**src/rtl/pong_step_timer.sv**
```systemverilog
// Step-strobe, game-over timeout and blink-phase timer for the Pong light FSM.
// Enables pick the mode each edge; the step period shrinks with level down to a floor.
module pong_step_timer #(
  parameter int unsigned STEP_BASE    = 20_000_000,
  parameter int unsigned STEP_DEC     = 1_000_000,
  parameter int unsigned STEP_MIN     = 4_000_000,
  parameter int unsigned END_CYCLES   = 500_000_000,
  parameter int unsigned BLINK_CYCLES = 25_000_000
) (
  input  logic       Clk,
  input  logic       r,
  input  logic       EnTimer20,
  input  logic       EnTimer5,
  input  logic [3:0] level,
  output logic       Time20,
  output logic       Time5,
  output logic       Blink
);

  typedef enum logic [1:0] {S_IDLE, S_STEP, S_END} state_t;

  localparam logic [31:0] END_LAST   = 32'(END_CYCLES - 1);
  localparam logic [31:0] BLINK_LAST = 32'(BLINK_CYCLES - 1);
  localparam logic [31:0] SPAN       = 32'(STEP_BASE - STEP_MIN);

  state_t      state_q, state_d;
  logic [31:0] step_cnt_q, step_cnt_d;
  logic [31:0] per_q, per_d;
  logic [31:0] end_cnt_q, end_cnt_d;
  logic [31:0] blink_cnt_q, blink_cnt_d;
  logic        time20_q, time20_d;
  logic        time5_q, time5_d;
  logic        blink_q, blink_d;

  logic [31:0] lvl_dec, per_new, per_eff;
  logic        end_done;

  // Clamp before subtracting so a high level can never underflow the period.
  assign lvl_dec  = 32'(level) * 32'(STEP_DEC);
  assign per_new  = (lvl_dec > SPAN) ? 32'(STEP_MIN) : 32'(STEP_BASE) - lvl_dec;
  // On entry to stepping the period comes straight from the current level.
  assign per_eff  = (state_q == S_STEP) ? per_q : per_new;
  assign end_done = (end_cnt_q == END_LAST);

  always_comb begin
    state_d     = S_IDLE;
    step_cnt_d  = '0;
    per_d       = per_q;
    end_cnt_d   = '0;
    blink_cnt_d = '0;
    time20_d    = 1'b0;
    time5_d     = 1'b0;
    blink_d     = 1'b0;
    if (EnTimer5) begin
      state_d = S_END;
      if (end_done) begin
        // Timeout reached: hold the flag and freeze the blink phase.
        end_cnt_d   = end_cnt_q;
        time5_d     = 1'b1;
        blink_cnt_d = blink_cnt_q;
        blink_d     = blink_q;
      end else begin
        end_cnt_d = end_cnt_q + 32'd1;
        if (blink_cnt_q == BLINK_LAST) begin
          blink_cnt_d = '0;
          blink_d     = ~blink_q;
        end else begin
          blink_cnt_d = blink_cnt_q + 32'd1;
          blink_d     = blink_q;
        end
      end
    end else if (EnTimer20) begin
      state_d = S_STEP;
      if (step_cnt_q == per_eff - 32'd1) begin
        step_cnt_d = '0;
        time20_d   = 1'b1;
        per_d      = per_new;
      end else begin
        step_cnt_d = step_cnt_q + 32'd1;
        per_d      = per_eff;
      end
    end
  end

  always_ff @(posedge Clk or posedge r) begin
    if (r) begin
      state_q     <= S_IDLE;
      step_cnt_q  <= '0;
      per_q       <= '0;
      end_cnt_q   <= '0;
      blink_cnt_q <= '0;
      time20_q    <= 1'b0;
      time5_q     <= 1'b0;
      blink_q     <= 1'b0;
    end else begin
      state_q     <= state_d;
      step_cnt_q  <= step_cnt_d;
      per_q       <= per_d;
      end_cnt_q   <= end_cnt_d;
      blink_cnt_q <= blink_cnt_d;
      time20_q    <= time20_d;
      time5_q     <= time5_d;
      blink_q     <= blink_d;
    end
  end

  assign Time20 = time20_q;
  assign Time5  = time5_q;
  assign Blink  = blink_q;

endmodule

```
**config.mk**
```make
export PLATFORM = sky130hd
export DESIGN_NAME = pong_step_timer
export DESIGN_NICKNAME = d
export VERILOG_FILES = /design/src/rtl/pong_step_timer.sv
export SDC_FILE = /design/constraint.sdc
export NUM_CORES = 1
export LEC_CHECK = 0
export ABC_CLOCK_PERIOD_IN_PS = 4000
export CAP_MARGIN = 20
export CORE_ASPECT_RATIO = 1.5
export CORE_MARGIN = 5
export CORE_UTILIZATION = 55
export CTS_CLUSTER_SIZE = 20
export DETAILED_ROUTE_END_ITERATION = 7
export HOLD_SLACK_MARGIN = 0.03
export PLACE_DENSITY = 0.74
export SLEW_MARGIN = 25
export SYNTH_ARGS = -nofsm -noshare
export SYNTH_HDL_FRONTEND = slang
export SYNTH_SLANG_ARGS = --single-unit
```
**constraint.sdc**
```tcl
create_clock -name Clk -period 4 [get_ports Clk]
set_input_delay 0.6 -clock Clk [delete_from_list [all_inputs] [get_ports Clk]]
set_output_delay 0.6 -clock Clk [all_outputs]
set_load 0.005 [all_outputs]
```
==> out/results.txt <==
GR Layer Usage met2 - 44.82%
most common cell in the netlist - dfrtp_1
antenna cells - 0
synthesized area - 9052 sq um
Congestion Overflow GR - 0
RR Endpoint - per_q[11]
Max Slew Vio Count - 0
flop2flop setup slack - -0.20 ns
path type of the worst setup path - input pin to register
instance count on the critical path - 23
RSZ-0062 raised after global routing - true
Max Clk Rate - 192.5 MHz
number of global-route vias before repair - 8026
Bufs and invs on worst path - 7
P_int - 3255 uW
status - finished with violations
Synth Area in Compound Gates - 12.27%
syn_nets - 1022
hold_sp - blink_cnt_q[0]
final setup fails - 65
CP endpoint kind - register
Post-DP HPWL - 16820 microns
CTS tree - built
LEAKAGE - 0.004987 uW
Core Area - 16190 sq um
design area - 11300 sq um
clock share of power - 36.1%
Power Total - 4765 uW
antenna-violating nets left - 0
Reg2Reg Depth - 14
skew final - 0.009885 ns
critical path endpoint - per_q[11]
Die W - 114.8 microns
Synth Flop Type - dfrtp_1
Worst Max-Slew Pin Slew - 0.7838 ns
Max Buffers Root-to-Sink - 2
layout cell share with drive strength beyond 1 - 23.72%
post-synthesis sequential area ratio - 36.77%
largest family of logic cells by synthesized area - simple AND/OR/NAND/NOR gates
initial antenna violation count - 0
GP Congestion - 0.9775
syn_area_per_cell - 9.200 sq um
vias - 7808
cell with the most instances on the worst path - buf_6
I/O Buffers - 10
final hold vios - 0
Routed WL - 23400 microns
synthesized-area fraction occupied by adder cells - 4.561%
die height - 167.1 microns
Clk Latency, worst-skew pair - 0.43 ns
YS warnings - 0
clock slew at reported path FFs - 0.06 ns
CP Data Required Time - 4.31 ns
num ports - 11
DRT iter0 DRCs - 532
H-tree levels - 4
iteration count of the initial detailed-routing pass - 6
global route hottest layer - met2
CP startpoint - level[3]
Initial Util - 55.92%
CP Launch Type - input pin
worst setup margin - -1.195 ns
crit path DAT - 5.51 ns
met3 usage - 3.502%
Synth-to-Final Area Change - 24.82%
Unique masters post-synth - 89
placed cell areas - 10290 sq um
gr usage total - 25.27%
worst path cell trace - buf_6 > fa_1 > inv_2 > fa_1 > inv_2 > ha_4 > a211o_1 > a21oi_2 > o21ai_4 > xor2_4 > buf_4 > buf_4 > a311o_1 > mux2i_1 > a211o_1 > a2111o_1 > a221oi_2 > o2111a_1 > and4_4 > o21ai_4 > buf_6 > buf_6 > mux2_4
EDFF count, synth - 0
DR vias/cell - 5.902
number of max-cap violations - 0
largest net degree at the start of global routing - 51
die area - 19180 sq um
Synth Area in XOR/XNOR - 13.70%
first-pass GRT wire length - 39250 microns
Simple-Gate Fraction of Synth Area - 25.16%
num rows - 57
cts bufs inserted - 17
Residual DRC - 0
top cell type by total area after synthesis - dfrtp_1
worst vdd ir - 0.3101 mV
failing checks - setup timing
Max-Slew Margin vs Limit - 47.27%
nets - 1142
HP Class - register to register
TritonCTS Sinks - 133
Switching Share - 31.68%
Largest delay share family, worst path - compound AO/OA/AOI/OAI gates
drt wl/cell - 17.69 microns
Seq pwr share - 31.5%
Worst Path Max Fanout - 4
dominant cells by area after synthesis - dfrtp_1 37%, xnor2_1 6.8%, xor2_1 5.9%
Tmin final - 5.195 ns
RR Startpoint - per_q[3]
Post-synth top cells - 133 x dfrtp_1, 102 x nor2_1, 81 x nand2_1
Mapped Cells - 984
crit path max-delay cell type - fa_1
PwrDens - 421.7 nW/um^2
#FFs+latches synth - 133
share of the synthesized area in the top cell type - 36.77%
Critical Path Max Stage Delay - 0.57 ns
fin crit share - 129.9%
CTS Hold Bufs - 0
FFs w/ async S/R, synth - 100.0%
met1 GRT Util - 29.06%
P_sw - 1510 uW
clk root buf - clkbuf_16
mux cell area share after synthesis - 4.437%
hold slack - 0.5225 ns
Gate power share - 32.5%
registers in the layout, summed over array words and instances, names as in the netlist:
| name | count |
|---|---|
| Blink | 1 |
| Time20 | 1 |
| Time5 | 1 |
| blink_cnt_q | 32 |
| end_cnt_q | 32 |
| per_q | 32 |
| state_q | 2 |
| step_cnt_q | 32 |
placed cells by master (no fill, tap or decap), types with 5 or more instances in the layout:
| cell type | n |
|---|---|
| o21ai_0 | 36 |
| nand3b_1 | 8 |
| nor4_1 | 11 |
| nand2b_1 | 13 |
| clkbuf_16 | 17 |
| xnor2_1 | 68 |
| xor2_1 | 61 |
| nand4_1 | 22 |
| and4_1 | 8 |
| buf_12 | 7 |
| xnor2_2 | 5 |
| nand2_1 | 81 |
| o22ai_1 | 5 |
| clkinv_4 | 5 |
| o32ai_1 | 5 |
| o21a_1 | 5 |
| buf_4 | 119 |
| or3_1 | 9 |
| mux2_4 | 15 |
| and2_1 | 37 |
| a21oi_1 | 19 |
| and2_4 | 14 |
| a31oi_1 | 10 |
| dfrtp_1 | 133 |
| buf_6 | 11 |
| clkdlybuf4s50_1 | 6 |
| ha_1 | 20 |
| nor2b_1 | 7 |
| mux2i_1 | 13 |
| inv_1 | 21 |
| o211ai_1 | 9 |
| and3_1 | 22 |
| nor3_1 | 22 |
| nor2_1 | 101 |
| o31ai_1 | 6 |
| nand3_1 | 51 |
layout make-up:
class,count,area (sq um)
Multi-Input combinational cell,782,5738
Fill cell,1189,4890
Sequential cell,133,3328
Timing Repair Buffer,145,1235
Clock buffer,17,425.4
Tap cell,206,257.7
Clock inverter,15,217.7
Inverter,25,97.59
worst reg2reg max path: cells and delay by family, from the launching register on:
kind                   cells  cell delay (ns)
and+or+nand+nor            8             2.50
AOI/OAI and AO/OA          3             0.58
DFF                        1             0.45
muxes                      1             0.29
buffers and inverters      2             0.27
worst min path at each step:
stage | to | slack, ns | cells past startpoint
3_3_place_gp | per_q[22] | 0.49 | 1
5_1_grt | per_q[24] | 0.54 | 1
3_5_place_dp | per_q[22] | 0.52 | 1
2_1_floorplan | blink_cnt_q[2] | 0.46 | 1
6_report | blink_cnt_q[0] | 0.52 | 1
4_1_cts | blink_cnt_q[0] | 0.53 | 1
power groups by stage:
stage                     clock (uW)  sequential, uW  combinational [uW]
after floorplan                    0            1490                 855
after global placement             0            1520                1380
after detailed placement           0            1520                1410
after CTS                       1730            1500                1470
after global routing            1800            1510                1660
final                           1720            1500                1550
repair_timing:
item	4_1_cts	5_1_grt
gates resized for setup	20	46
buffers inserted	7	8
gates cloned	1	0
pin swaps	12	22
endpoints found under the setup margin	65	65
layer usage:
metal	routed length, microns	vias to the layer above
met5	0	-
met4	1169	0
met3	894	76
met2	12360	209
met1	8980	3820
li1	-	3703
through the flow:
stage | TNS, ns | instances | utilization (%) | worst slack [ns]
final | -66.13 | 1323 | 69.80 | -1.195
after floorplan | -66.08 | 984 | - | -1.229
after global placement | -116.42 | 1277 | 63.58 | -1.960
after CTS | -73.91 | 1316 | 68.74 | -1.263
after detailed placement | -121.65 | 1277 | 63.58 | -2.043
after global routing | -79.08 | 1323 | 69.80 | -1.381
kinds of logic after synthesis:
logic type               Yosys count
XOR/XNOR                         136
multiplexers                      33
flip-flops                       133
AND/OR/NAND/NOR                  436
adder cells (fa/ha/maj)           30
AO/OA/AOI/OAI                    147
buffers and inverters             69
(Power assumes the default switching activity.)
